### src/rtl/regfile_wb_arbiter_pkg.sv
// -----------------------------------------------------------------------------
// regfile_wb_arbiter_pkg
//   Shared definitions for the register-file writeback arbiter:
//     REG_AW / REG_DW  default register address / data widths
//     wb_src_e         requester index constants (ALU, FPU, LSU)
//     wrap_inc         round-robin pointer increment with wrap to zero
// -----------------------------------------------------------------------------
package regfile_wb_arbiter_pkg;

    localparam int REG_AW = 5;
    localparam int REG_DW = 32;

    // Conventional requester slots on the writeback bus.
    typedef enum logic [2:0] {
        WB_ALU = 3'd0,
        WB_FPU = 3'd1,
        WB_LSU = 3'd2
    } wb_src_e;

    // Next round-robin start position after index cur won, out of n slots.
    function automatic int wrap_inc(input int cur, input int n);
        return (cur + 1 >= n) ? 0 : cur + 1;
    endfunction

endpackage

### src/rtl/regfile_wb_arbiter_if.sv
// -----------------------------------------------------------------------------
// regfile_wb_arbiter_if
//   Writeback request bus between NREQ execute/memory sources and the arbiter.
//     req_valid[i]               source i has a write pending
//     req_fp[i]                  1 = fp_regfile, 0 = gp_regfile
//     req_addr[AW*i +: AW]       destination register of source i
//     req_data[DW*i +: DW]       write data of source i
//     req_ready[i]               accept strobe for source i
//
//   Handshake: a write transfers on a rising clk edge where req_valid[i] and
//   req_ready[i] are both 1. Once req_valid[i] rises, the source holds valid,
//   fp, addr and data stable until that transfer. req_ready is combinational
//   from the current request vector and arbiter pointers only; it never
//   depends on the source's own past ready values and there is no path from
//   valid back into valid.
//
//   modport master : the writeback sources
//   modport slave  : the arbiter
// -----------------------------------------------------------------------------
interface regfile_wb_arbiter_if #(
    parameter int NREQ = 3,
    parameter int AW   = 5,
    parameter int DW   = 32
);
    logic [NREQ-1:0]    req_valid;
    logic [NREQ-1:0]    req_fp;
    logic [NREQ*AW-1:0] req_addr;
    logic [NREQ*DW-1:0] req_data;
    logic [NREQ-1:0]    req_ready;

    modport master (
        output req_valid,
        output req_fp,
        output req_addr,
        output req_data,
        input  req_ready
    );

    modport slave (
        input  req_valid,
        input  req_fp,
        input  req_addr,
        input  req_data,
        output req_ready
    );
endinterface

### src/rtl/regfile_wb_arbiter_rr_arbiter.sv
// -----------------------------------------------------------------------------
// regfile_wb_arbiter_rr_arbiter
//   Purely combinational round-robin arbiter. The search starts at ptr and
//   wraps modulo N; the first asserted request wins.
//     req       in   N    request vector
//     ptr       in   PW   index where the search starts
//     gnt       out  N    one-hot grant (all zero when nothing requested)
//     any       out  1    a grant was issued
//     next_ptr  out  PW   winner+1 (wrapping) when any, else ptr unchanged
//   The pointer register itself lives in the instantiating module.
// -----------------------------------------------------------------------------
module regfile_wb_arbiter_rr_arbiter
    import regfile_wb_arbiter_pkg::*;
#(
    parameter int N  = 3,
    parameter int PW = $clog2(N)
) (
    input  logic [N-1:0]  req,
    input  logic [PW-1:0] ptr,
    output logic [N-1:0]  gnt,
    output logic          any,
    output logic [PW-1:0] next_ptr
);

    logic [PW-1:0] win;

    // Two passes give the wrap-around order without modulo arithmetic:
    // first the slots at or above ptr, then the slots below it.
    always_comb begin
        gnt = '0;
        any = 1'b0;
        win = '0;
        for (int j = 0; j < N; j++) begin
            if (!any && req[j] && (j >= int'(ptr))) begin
                any    = 1'b1;
                gnt[j] = 1'b1;
                win    = PW'(j);
            end
        end
        for (int j = 0; j < N; j++) begin
            if (!any && req[j] && (j < int'(ptr))) begin
                any    = 1'b1;
                gnt[j] = 1'b1;
                win    = PW'(j);
            end
        end
        next_ptr = any ? PW'(wrap_inc(int'(win), N)) : ptr;
    end

endmodule

### src/rtl/regfile_wb_arbiter.sv
// -----------------------------------------------------------------------------
// regfile_wb_arbiter
//   Shares the single write port of gp_regfile and of fp_regfile among NREQ
//   writeback sources. Each file has its own round-robin pointer, so one gp
//   and one fp write can be accepted in the same cycle from different sources.
//   Write port outputs are registered one cycle after the grant.
//
//   Ports
//     clk, rst               rising-edge clock; synchronous active-high reset
//     wb (slave)             request bus, see regfile_wb_arbiter_if
//     gp_daddr/wdata/we      registered gp_regfile write port
//     fp_daddr/wdata/we      registered fp_regfile write port
//     dbg_ptr_gp/fp          current round-robin pointers (observation only)
//
//   gp r0 is hard-wired zero: a gp request to address 0 is accepted at once
//   without arbitrating, raising gp_we or moving the gp pointer. f0 is an
//   ordinary register.
// -----------------------------------------------------------------------------
module regfile_wb_arbiter
    import regfile_wb_arbiter_pkg::*;
#(
    parameter int NREQ = 3,
    parameter int AW   = REG_AW,
    parameter int DW   = REG_DW
) (
    input  logic                     clk,
    input  logic                     rst,
    regfile_wb_arbiter_if.slave      wb,
    output logic [AW-1:0]            gp_daddr,
    output logic [DW-1:0]            gp_wdata,
    output logic                     gp_we,
    output logic [AW-1:0]            fp_daddr,
    output logic [DW-1:0]            fp_wdata,
    output logic                     fp_we,
    output logic [$clog2(NREQ)-1:0]  dbg_ptr_gp,
    output logic [$clog2(NREQ)-1:0]  dbg_ptr_fp
);

    localparam int PW = $clog2(NREQ);

    logic [PW-1:0]   ptr_gp;
    logic [PW-1:0]   ptr_fp;
    logic [PW-1:0]   nxt_gp;
    logic [PW-1:0]   nxt_fp;

    logic [NREQ-1:0] addr_nz;
    logic [NREQ-1:0] gp_cand;
    logic [NREQ-1:0] fp_cand;
    logic [NREQ-1:0] r0_drop;
    logic [NREQ-1:0] gp_gnt;
    logic [NREQ-1:0] fp_gnt;
    logic            gp_any;
    logic            fp_any;

    logic [AW-1:0]   gp_mux_addr;
    logic [DW-1:0]   gp_mux_data;
    logic [AW-1:0]   fp_mux_addr;
    logic [DW-1:0]   fp_mux_data;

    always_comb begin
        addr_nz = '0;
        for (int i = 0; i < NREQ; i++) begin
            addr_nz[i] = |wb.req_addr[AW*i +: AW];
        end
    end

    assign gp_cand = wb.req_valid & ~wb.req_fp & addr_nz;
    assign fp_cand = wb.req_valid &  wb.req_fp;
    assign r0_drop = wb.req_valid & ~wb.req_fp & ~addr_nz;

    regfile_wb_arbiter_rr_arbiter #(.N(NREQ), .PW(PW)) u_rr_gp (
        .req      (gp_cand),
        .ptr      (ptr_gp),
        .gnt      (gp_gnt),
        .any      (gp_any),
        .next_ptr (nxt_gp)
    );

    regfile_wb_arbiter_rr_arbiter #(.N(NREQ), .PW(PW)) u_rr_fp (
        .req      (fp_cand),
        .ptr      (fp_ptr_sel()),
        .gnt      (fp_gnt),
        .any      (fp_any),
        .next_ptr (nxt_fp)
    );

    function automatic logic [PW-1:0] fp_ptr_sel();
        return ptr_fp;
    endfunction

    // A source is never both a gp and an fp candidate, so the two grants and
    // the r0 drop are disjoint and can simply be ORed.
    assign wb.req_ready = rst ? '0 : (gp_gnt | fp_gnt | r0_drop);

    // One-hot AND-OR payload selection.
    always_comb begin
        gp_mux_addr = '0;
        gp_mux_data = '0;
        fp_mux_addr = '0;
        fp_mux_data = '0;
        for (int i = 0; i < NREQ; i++) begin
            gp_mux_addr = gp_mux_addr | ({AW{gp_gnt[i]}} & wb.req_addr[AW*i +: AW]);
            gp_mux_data = gp_mux_data | ({DW{gp_gnt[i]}} & wb.req_data[DW*i +: DW]);
            fp_mux_addr = fp_mux_addr | ({AW{fp_gnt[i]}} & wb.req_addr[AW*i +: AW]);
            fp_mux_data = fp_mux_data | ({DW{fp_gnt[i]}} & wb.req_data[DW*i +: DW]);
        end
    end

    // Address and data hold when there is no grant; only we drops.
    always_ff @(posedge clk) begin
        if (rst) begin
            ptr_gp   <= '0;
            ptr_fp   <= '0;
            gp_we    <= 1'b0;
            gp_daddr <= '0;
            gp_wdata <= '0;
            fp_we    <= 1'b0;
            fp_daddr <= '0;
            fp_wdata <= '0;
        end else begin
            gp_we <= gp_any;
            fp_we <= fp_any;
            if (gp_any) begin
                gp_daddr <= gp_mux_addr;
                gp_wdata <= gp_mux_data;
                ptr_gp   <= nxt_gp;
            end
            if (fp_any) begin
                fp_daddr <= fp_mux_addr;
                fp_wdata <= fp_mux_data;
                ptr_fp   <= nxt_fp;
            end
        end
    end

    assign dbg_ptr_gp = ptr_gp;
    assign dbg_ptr_fp = ptr_fp;

endmodule

### src/flat_wrapper.sv
// flat-port wrapper written by rule: the top's interface ports become plain ports
module regfile_wb_arbiter_flat import regfile_wb_arbiter_pkg::*;
#(
    parameter int NREQ = 3,
    parameter int AW   = REG_AW,
    parameter int DW   = REG_DW
)
  (clk, rst, gp_daddr, gp_wdata, gp_we, fp_daddr, fp_wdata, fp_we, dbg_ptr_gp, dbg_ptr_fp, wb_req_valid, wb_req_fp, wb_req_addr, wb_req_data, wb_req_ready);
  regfile_wb_arbiter_if #(.NREQ(NREQ), .AW(AW), .DW(DW)) wb_i ();
  input  logic clk;
  input  logic rst;
  output logic [AW-1:0] gp_daddr;
  output logic [DW-1:0] gp_wdata;
  output logic gp_we;
  output logic [AW-1:0] fp_daddr;
  output logic [DW-1:0] fp_wdata;
  output logic fp_we;
  output logic [$clog2(NREQ)-1:0] dbg_ptr_gp;
  output logic [$clog2(NREQ)-1:0] dbg_ptr_fp;
  input wire logic [$bits(wb_i.req_valid)-1:0] wb_req_valid;
  input wire logic [$bits(wb_i.req_fp)-1:0] wb_req_fp;
  input wire logic [$bits(wb_i.req_addr)-1:0] wb_req_addr;
  input wire logic [$bits(wb_i.req_data)-1:0] wb_req_data;
  output wire logic [$bits(wb_i.req_ready)-1:0] wb_req_ready;
  assign wb_i.req_valid = wb_req_valid;
  assign wb_i.req_fp = wb_req_fp;
  assign wb_i.req_addr = wb_req_addr;
  assign wb_i.req_data = wb_req_data;
  assign wb_req_ready = wb_i.req_ready;
  regfile_wb_arbiter #(.NREQ(NREQ), .AW(AW), .DW(DW)) u_core (.clk(clk), .rst(rst), .wb(wb_i), .gp_daddr(gp_daddr), .gp_wdata(gp_wdata), .gp_we(gp_we), .fp_daddr(fp_daddr), .fp_wdata(fp_wdata), .fp_we(fp_we), .dbg_ptr_gp(dbg_ptr_gp), .dbg_ptr_fp(dbg_ptr_fp));
endmodule
### config.mk
export PLATFORM = sky130hd
export DESIGN_NAME = regfile_wb_arbiter_flat
export DESIGN_NICKNAME = d
export VERILOG_FILES = /design/src/rtl/regfile_wb_arbiter_pkg.sv /design/src/rtl/regfile_wb_arbiter_if.sv /design/src/rtl/regfile_wb_arbiter_rr_arbiter.sv /design/src/rtl/regfile_wb_arbiter.sv /design/src/flat_wrapper.sv
export SDC_FILE = /design/constraint.sdc
export NUM_CORES = 1
export LEC_CHECK = 0
export BUFFER_PORTS_ARGS = -buffer_cell sky130_fd_sc_hd__buf_4
export CELL_PAD_IN_SITES_DETAIL_PLACEMENT = 1
export CELL_PAD_IN_SITES_GLOBAL_PLACEMENT = 1
export CORE_MARGIN = 2
export CORE_UTILIZATION = 33
export DETAILED_ROUTE_END_ITERATION = 16
export GPL_TIMING_DRIVEN = 0
export HOLD_SLACK_MARGIN = 0.1
export PLACE_DENSITY = 0.87
export SLEW_MARGIN = 20
export SYNTH_ARGS = -nofsm -noshare
export SYNTH_HDL_FRONTEND = slang
export SYNTH_HIERARCHICAL = 1
export SYNTH_SLANG_ARGS = --single-unit
### constraint.sdc
create_clock -name clk -period 2.2 [get_ports clk]
set_input_delay 0.11 -clock clk [delete_from_list [all_inputs] [get_ports clk]]
set_output_delay 0.11 -clock clk [all_outputs]
set_load 0.02 [all_outputs]
Yosys cells after proc, flatten, opt, wreduce, memory -nomap -nowiden
Cells that the tools add are included.
Word-level totals
  register bits after elaboration: 80
  output and inout bits: 83
  logic and storage cells: 122
Cells by class
  mux-type cells: 35
  $add $sub $neg: 2
  bitwise operators: 28
  reductions and logical operators: 35
  magnitude comparators: 14
Operators by type and width (count)
  bitwise AND 32 bit: 6
  OR 32 bit: 4
  bitwise AND 5 bit: 6
  two-way mux 1 bit: 24
  logical AND 1 bit: 22
  two-way mux 2 bit: 10
  OR 5 bit: 4
  OR reduction 5 bit: 3
  bitwise AND 3 bit: 4
  logical NOT 1 bit: 10
  greater-or-equal comparator 1 x 2 -> 1 bit, first input constant: 4
  less-than comparator 1 x 2 -> 1 bit, first input constant: 4
  adder 2 x 1 -> 3 bit, second input constant: 2
  greater-or-equal comparator 3 x 2 -> 1 bit, second input constant: 2
  inverter 3 bit: 2
  OR 3 bit: 2
  greater-or-equal comparator 2 bit, first input constant: 2
  less-than comparator 2 bit, first input constant: 2
  two-way mux 3 bit: 1

Logic depth before layout (Yosys ltp)
Gate-level depths: netlist (run 1).
  depth in word-level cells: 28
  gate-level depth with buffers: 8
  gate-level depth less buffers: 6

Hierarchy
Netlist (run 1), hierarchy kept.
By module, submodules not included
  regfile_wb_arbiter: instances 1, cells each 387, area each 3672.3 um^2
  regfile_wb_arbiter_rr_arbiter: instances 2, cells each 18, area each 138.9 um^2

Worst setup path after synthesis (run 1)
No wires, ideal clock.
  path kind: input to register
  start: input port wb_req_fp[2]
  end: register u_core.gp_wdata[18]
  arrival: 1704 ps
  slack: 358 ps
  cell stages on the path: 8
  setup time: 138 ps
  cells stage by stage: nand2b_1 > a21oi_1 > nand2_1 > o221a_2 > buf_2 > buf_6 > a222oi_1 > a211oi_1
On the way
  elaborated cells between the ends (all ways): 27
  classes of those cells: 8 x mux; 8 x bitwise; 11 x reduce/logical
RTL lines
  from (decl): line flat_wrapper.sv:21  | input wire logic [$bits(wb_i.req_fp)-1:0] wb_req_fp;
  inverter 3 bit: line regfile_wb_arbiter.sv:67  | assign gp_cand = wb.req_valid & ~wb.req_fp & addr_nz;
  bitwise AND 3 bit (2 in series): line regfile_wb_arbiter.sv:67
  via u_core.gp_cand[2]: line regfile_wb_arbiter.sv:47  | logic [NREQ-1:0] gp_cand;
  logical AND 1 bit (2 in series): line regfile_wb_arbiter_rr_arbiter.sv:34  | if (!any && req[j] && (j >= int'(ptr))) begin
  two-way mux 1 bit: line regfile_wb_arbiter_rr_arbiter.sv:34
  logical NOT 1 bit: line regfile_wb_arbiter_rr_arbiter.sv:41  | if (!any && req[j] && (j < int'(ptr))) begin
  logical AND 1 bit (2 in series): line regfile_wb_arbiter_rr_arbiter.sv:41
  two-way mux 1 bit: line regfile_wb_arbiter_rr_arbiter.sv:41
  via u_core.gp_gnt[0]: line regfile_wb_arbiter.sv:50  | logic [NREQ-1:0] gp_gnt;
  bitwise AND 32 bit: line regfile_wb_arbiter.sv:103  | gp_mux_data = gp_mux_data | ({DW{gp_gnt[i]}} & wb.req_data[DW*i +: DW]);
  OR 32 bit (2 in series): line regfile_wb_arbiter.sv:103
  to (signal assigned): line regfile_wb_arbiter.sv:125  | gp_wdata <= gp_mux_data;
  to (decl): line regfile_wb_arbiter.sv:30  | output logic [DW-1:0] gp_wdata,
The timed path passes the listed nets, and every way through them passes these cells.
A chain may end at the register's enable or synchronous reset.

Worst setup path in the final report (run 1)
  start: register u_core.ptr_gp[1], in the netlist u_core/dbg_ptr_gp[1]
  end: register u_core.gp_wdata[28]
On the way
  elaborated cells between the ends (all ways): 38
  classes of those cells: 6 x order compare; 11 x mux; 5 x bitwise; 16 x reduce/logical
RTL lines
  from (decl): line regfile_wb_arbiter.sv:41  | logic [PW-1:0] ptr_gp;
  from (signal assigned): line regfile_wb_arbiter.sv:126  | ptr_gp <= nxt_gp;
  greater-or-equal comparator 1 x 2 -> 1 bit: line regfile_wb_arbiter_rr_arbiter.sv:34
  logical AND 1 bit: line regfile_wb_arbiter_rr_arbiter.sv:34
  two-way mux 1 bit: line regfile_wb_arbiter_rr_arbiter.sv:34
  logical NOT 1 bit: line regfile_wb_arbiter_rr_arbiter.sv:34
  logical AND 1 bit (2 in series): line regfile_wb_arbiter_rr_arbiter.sv:34
  two-way mux 1 bit: line regfile_wb_arbiter_rr_arbiter.sv:34
  logical NOT 1 bit: line regfile_wb_arbiter_rr_arbiter.sv:34
  logical AND 1 bit (2 in series): line regfile_wb_arbiter_rr_arbiter.sv:34
  (+2 left out)
  logical AND 1 bit (2 in series): line regfile_wb_arbiter_rr_arbiter.sv:41
  two-way mux 1 bit: line regfile_wb_arbiter_rr_arbiter.sv:41
  logical NOT 1 bit: line regfile_wb_arbiter_rr_arbiter.sv:41
  logical AND 1 bit (2 in series): line regfile_wb_arbiter_rr_arbiter.sv:41
  two-way mux 1 bit *: line regfile_wb_arbiter_rr_arbiter.sv:41
  via u_core.gp_gnt[1]: line regfile_wb_arbiter.sv:50
  bitwise AND 32 bit *: line regfile_wb_arbiter.sv:103
  OR 32 bit * (2 in series): line regfile_wb_arbiter.sv:103
Mark *: on every way through the listed nets, which the timed path passes. The rest lies on a longest branch.

==> metrics, run 1 <==
run status completed; count of different cell masters after synthesis 31; number of sinks driven by the clock tree 80; post-synthesis sequential area ratio between 40 and 50%; Rows 39; cts-stage hold buffer count 0; critical path capture point type flop; number of buffers created by CTS 9; Initial Utilization roughly a third; Port Buf Inserts approximately 200; CP Data Required Time 2420 ps; minimum clock period after layout about 2100 ps; worst-margin pin slew about 560 ps; Antenna Diode Count 0; routed vias 4805; HPWL reported at the end of detailed placement 13.1 mm; library cell contributing the largest single delay on the critical path sky130_fd_sc_hd__dfxtp_1; leakage power roughly 2.5 nW; total grt overflow 0; die width about 110 µm; FF-to-FF End u_core/gp_wdata[28]; metal2 WL between 8 and 9 mm; Final Core Density 51.3%; summed instance area of the synthesized netlist 3950 µm²; synthesized instance count between 400 and 500; placed cell areas between 5000 and 6000 µm²; buffers from clock root to sink, at most 2; count of TritonRoute iterations in the first routing pass 6; Synth Area per Inst about 9.3 µm²; total count of hold-check failures in the final report 0; main area contributors after synthesis sky130_fd_sc_hd__dfxtp_1 (41%), sky130_fd_sc_hd__a222oi_1 (19%), sky130_fd_sc_hd__a211oi_1 (14%); worst voltage drop across the vdd grid about 370 µV; vias in the first global route just under 5000; final worst-path cycle share about 96%; source of the worst register-to-register timing path u_core/dbg_ptr_gp[1]; Max Clock Freq between 400 and 500 MHz; H-tree levels 3; Power per Cell Area 732 nW/µm²; launch point of the worst hold path rst; final number of max-transition violations 0; synthesized flop and latch total 80; total wire length after detailed routing ~17 mm; area occupied by multi-input gates 2100 µm²; core outline area between 10000 and 15000 µm²; Max FO, Critical Path 10; Critical Path Start Type flop; Routed WL per cell about 22 µm; dominant cell type by area after synthesis sky130_fd_sc_hd__dfxtp_1; nets@finish ~750; die height 113 µm; layout cell share with drive strength beyond 1 41.6%; I/O pin total 202; hold-critical path depth 3; register cell area after layout roughly 1600 µm²; TritonCTS clock tree yes; CTS root buf sky130_fd_sc_hd__clkbuf_16; Fill cells about 1400; chain of cells forming the critical path nand2b_1, a221oi_2, buf_2, buf_2, a222oi_1, a211oi_1; final-report setup violation count 0; Setup Skew between 9 and 10 ps; unrepaired setup endpoints after global routing no; DR iter-0 viols 606; final setup TNS 0 ps; classification of the worst setup path flop to flop; Rel. slew slack 62.3%; worst reg2reg setup slack about 79 ps; synthesized net count 542; routability congestion estimate 0.842; cell class contributing the biggest share of worst-path delay compound AO/OA/AOI/OAI gates; portion of synthesized cell area occupied by the leading cell type ~41%; Most common cell on crit path sky130_fd_sc_hd__buf_2; Worst Hold Class input pin to flop; first-pass GRT wire length ~26 mm; number of antenna violations at the first check in global routing 0; Worst Reg-to-Reg Cells 6; crit path DAT 2340 ps; routed length on met3 1.46 mm; worst path bufs/invs 2; final standard cell area without fillers between 5000 and 6000 µm²; number of max-cap violations 0; clock insertion delay at the later pin of the skew report between 300 and 400 ps; WL met1 6.89 mm; largest net degree at the start of global routing 20; end point of the most critical hold path u_core/fp_wdata[31]; top metal layer carrying routed signals met4; Yosys warning total 6; Max stage delay on crit path between 300 and 400 ps; synth-to-layout area growth 50.1%; detailed-route vias per instance roughly 6; CTS clk-pin slew, worst paths approximately 70 ps; die footprint roughly 13000 µm²; total global-route track usage 25.8%; post-route DRC violation count 0; number of antenna-violating nets in the routed design 0
-- how the worst max path moves through the flow --
stage	startpoint	endpoint	slack, ps	depth (start not counted)
2_1_floorplan	wb_req_fp[2]	u_core/gp_wdata[18]	360	8
3_3_place_gp	wb_req_fp[2]	u_core/gp_wdata[25]	-150	9
3_5_place_dp	wb_req_fp[2]	u_core/gp_wdata[25]	-240	9
4_1_cts	u_core/dbg_ptr_gp[0]	u_core/gp_wdata[28]	60	6
5_1_grt	u_core/dbg_ptr_gp[1]	u_core/gp_wdata[28]	8	6
6_report	u_core/dbg_ptr_gp[1]	u_core/gp_wdata[28]	80	6
-- cell families after synthesis --
kind of cell	share of synthesized area (%)
compound gates	38.4
buf+inv	6.68
mux	1.01
simple gates	13.4
flops	40.5
-- per-layer routing --
metal | global-route usage (%) | up-vias
met5 | 0 | -
met4 | 9.51 | 0
met3 | 5.21 | 34
met2 | 45.1 | 292
met1 | 31.4 | 2313
li1 | - | 2166
-- report_power, final --
part / internal (mW) / switching (mW)
sequential: 1.59 / 0.0902
clock: 0.769 / 0.631
combinational: 0.557 / 0.709
-- area by class of cell --
cell class	count	area share, %
buffer	50	4.41
clock buffer	10	3.86
clock inverter	6	0.759
inverter	2	0.127
timing repair buffer	201	25.4
multi-input combinational	290	35.3
sequential	80	27.0
tap	143	3.02
-- tightest hold or removal path, stage by stage --
cell and delay (ps):
sky130_fd_sc_hd__buf_4 110, sky130_fd_sc_hd__buf_4 180, sky130_fd_sc_hd__a211oi_1 60
-- synth_stat cells (all sizes together) --
master,n
mux2i,4
a222oi,74
and2,3
or3b,2
or4,3
inv,2
clkbuf,17
nor2b,6
nand2,2
nor3b,2
nor3,3
dfxtp,80
o31a,2
or3,2
o21bai,3
a22o,2
buf,34
a221oi,2
o221a,2
nand2b,7
o211ai,2
a211oi,74
nor2,85
o41ai,3
nand3b,2
o2bb2ai,2
a21oi,3
-- state kept, by name, summed over array words and instances, names as in the netlist --
register and flops:
u_core/dbg_ptr_fp 2, u_core/gp_wdata 32, u_core/gp_daddr 5, u_core/dbg_ptr_gp 2, u_core/fp_wdata 32, u_core/fp_we 1
u_core/gp_we 1, u_core/fp_daddr 5
-- stage by stage --
step | power (mW) | hold slack, ps | setup slack, ps | cells
final | 4.34 | 181 | 79.2 | 782
after global routing | 4.52 | 185 | 7.54 | 782
after CTS | 4.35 | 167 | 62.1 | 782
after detailed placement | 2.96 | 484 | -241 | 767
after global placement | 2.91 | 474 | -152 | 767
after floorplan | 2.34 | 330 | 358 | 423
-- timing repair --
| action | 4_1_cts | 5_1_grt |
|---|---|---|
| buffers inserted | 0 | 0 |
| pin swaps | 0 | 0 |
| resized for setup | 4 | 6 |
| endpoints found under the setup margin | 2 | 19 |
-- cells in the final DEF, fill, tap and decap left out, types with 3 or more instances in the layout --
master,count
sky130_fd_sc_hd__buf_1,4
sky130_fd_sc_hd__buf_2,20
sky130_fd_sc_hd__clkbuf_2,3
sky130_fd_sc_hd__buf_6,3
sky130_fd_sc_hd__nor2_1,85
sky130_fd_sc_hd__o21bai_1,3
sky130_fd_sc_hd__a211oi_1,74
sky130_fd_sc_hd__clkbuf_1,15
sky130_fd_sc_hd__clkinvlp_4,3
sky130_fd_sc_hd__and2_1,3
sky130_fd_sc_hd__mux2i_1,4
sky130_fd_sc_hd__dfxtp_1,78
sky130_fd_sc_hd__nor3_1,3
sky130_fd_sc_hd__a21oi_2,3
sky130_fd_sc_hd__buf_4,206
sky130_fd_sc_hd__a222oi_1,74
sky130_fd_sc_hd__clkbuf_16,9
sky130_fd_sc_hd__or4_1,3
sky130_fd_sc_hd__nor2b_1,4
sky130_fd_sc_hd__nand2b_1,7
sky130_fd_sc_hd__o41ai_2,3
Note: power is estimated with default switching activity, not from simulation.
==> run 2: changes to the inputs <==
--- a/config.mk
+++ b/config.mk
@@ -14,6 +14,7 @@
 export GPL_TIMING_DRIVEN = 0
 export HOLD_SLACK_MARGIN = 0.1
 export PLACE_DENSITY = 0.87
+export RECOVER_POWER = 25
 export SLEW_MARGIN = 20
 export SYNTH_ARGS = -nofsm -noshare
 export SYNTH_HDL_FRONTEND = slang
==> metrics, run 2 (synthesis gave the netlist of run 1 again) <==
number of sinks driven by the clock tree 80; total wire length after detailed routing approximately 17 mm; post-route DRC violation count 0; critical path capture point type flop; count of placed standard cells including taps 767; count of TritonRoute iterations in the first routing pass 8; HPWL reported at the end of detailed placement around 13 mm; Routed WL per cell 22.4 µm; placed cell areas 5640 µm²; synth-to-layout area growth 46.3%; run status completed; leakage power 2.35 nW; die height between 100 and 150 µm; clock insertion delay at the later pin of the skew report 330 ps; Critical Path Start Type flop; Initial Utilization about a third; total global-route track usage 25.8%; worst-margin pin slew 559 ps; Max FO, Critical Path 10; Power per Cell Area approximately 740 nW/µm²; largest net degree at the start of global routing 20; Setup WS pre-CTS -241 ps; detailed-route vias per instance between 6 and 7; Regs by FF count u_core/fp_wdata: 32 flops, u_core/gp_wdata: 32 flops; Rel. slew slack a little over three fifths; Max Clock Freq 470 MHz; final standard cell area without fillers 5780 µm²; die width approximately 110 µm; H-tree levels 3; Fill cells between 1000 and 1500; first-pass GRT wire length approximately 26 mm; total count of hold-check failures in the final report 0; CTS root buf sky130_fd_sc_hd__clkbuf_16; Port Buf Inserts roughly 200; nets@finish 753; DR iter-0 viols 645; Setup Skew 9.28 ps; unrepaired setup endpoints after global routing no; routability congestion estimate about 0.84; crit path DAT around 2400 ps; final-report setup violation count 0; post-CTS setup repair buffer count 0; Worst Setup Slack, final roughly 72 ps; Antenna Diode Count 0; filler-free cell count of the finished design between 700 and 800; layout cell share with drive strength beyond 1 around 35%; TritonCTS clock tree yes; number of antenna-violating nets in the routed design 0; cts-stage hold buffer count 0; commonest non-fill, non-tap cell in the layout sky130_fd_sc_hd__buf_4; worst voltage drop across the vdd grid between 300 and 400 µV; vias in the first global route around 5000; most frequent cells in the layout sky130_fd_sc_hd__buf_4 (166), sky130_fd_sc_hd__nor2_1 (85), sky130_fd_sc_hd__dfxtp_1 (78), sky130_fd_sc_hd__a222oi_1 (74), sky130_fd_sc_hd__a211oi_1 (74); final setup TNS 0 ps; buffers from clock root to sink, at most 2; routed vias 4857; core outline area 11600 µm²; classification of the worst setup path flop to flop; minimum clock period after layout between 2000 and 2500 ps; final worst-path cycle share 96.7%; Rows 39; final number of max-transition violations 0; CP Data Required Time roughly 2400 ps; CTS clk-pin slew, worst paths about 60 ps; number of max-cap violations 0; number of antenna violations at the first check in global routing 0; I/O pin total slightly above 200; Worst Hold Class input pin to flop; number of buffers created by CTS 9; total grt overflow 0; Final Core Density 50.0%; die footprint roughly 13000 µm²
-- run 2: changes by cell type in the layout (fill, tap and decap cells not counted), sizes merged --
cell	delta
buf	-40
clkbuf	+40
-- run 2: per-stage QoR --
step,hold slack [ps],power (mW)
global placement,474,2.91
global route,185,4.46
CTS,167,4.35
finish,178,4.28
floorplan,330,2.34
detailed placement,484,2.96
-- run 2: layout make-up --
| class | instances | area, µm² | area share, % |
|---|---|---|---|
| clock buffers | 10 | 229 | 3.96 |
| plain buffers | 50 | 262 | 4.52 |
| repair buffers | 201 | 1360 | 23.5 |
| well taps | 143 | 179 | 3.10 |
| inverters | 2 | 7.51 | 0.130 |
| flip-flops and latches | 80 | 1600 | 27.7 |
| clock inverters | 6 | 45.0 | 0.779 |
| multi-input cells | 290 | 2100 | 36.3 |
-- run 2: power breakdown --
part	internal, mW	switching [mW]	leakage, nW	total [mW]
logic	0.501	0.712	1.56	1.21
clock network	0.769	0.620	0.125	1.39
registers	1.59	0.0890	0.663	1.68
-- run 2: worst paths after layout --
check	to	cells past startpoint	startpoint	slack (ps)
setup / recovery	u_core/gp_wdata[28]	6	u_core/dbg_ptr_gp[1]	70
hold / removal	u_core/fp_wdata[31]	3	rst	180
setup reg to reg	u_core/gp_wdata[28]	6	u_core/dbg_ptr_gp[1]	70
hold reg to reg	u_core/fp_wdata[15]	2	u_core/fp_wdata[15]	490
-- run 2: timing repair --
item                                    in CTS  in global routing
endpoints found under the setup margin       2                 19
gates resized for setup                      4                  6
pin swaps                                    0                  0
-- run 2: per-layer routing --
layer,track usage [%],vias up,part of all wire (%)
li1,-,2163,-
met3,5.21,42,8.9
met4,9.51,0,2.9
met2,45.1,283,49
met1,31.4,2369,39
met5,0,-,0
-- run 2: worst max-delay path: stages, from the launching register on --
cell	delay [ps]
sky130_fd_sc_hd__dfxtp_1	390
sky130_fd_sc_hd__nand2b_1	220
sky130_fd_sc_hd__a221oi_2	330
sky130_fd_sc_hd__buf_2	340
sky130_fd_sc_hd__buf_2	300
sky130_fd_sc_hd__a222oi_1	150
sky130_fd_sc_hd__a211oi_1	300
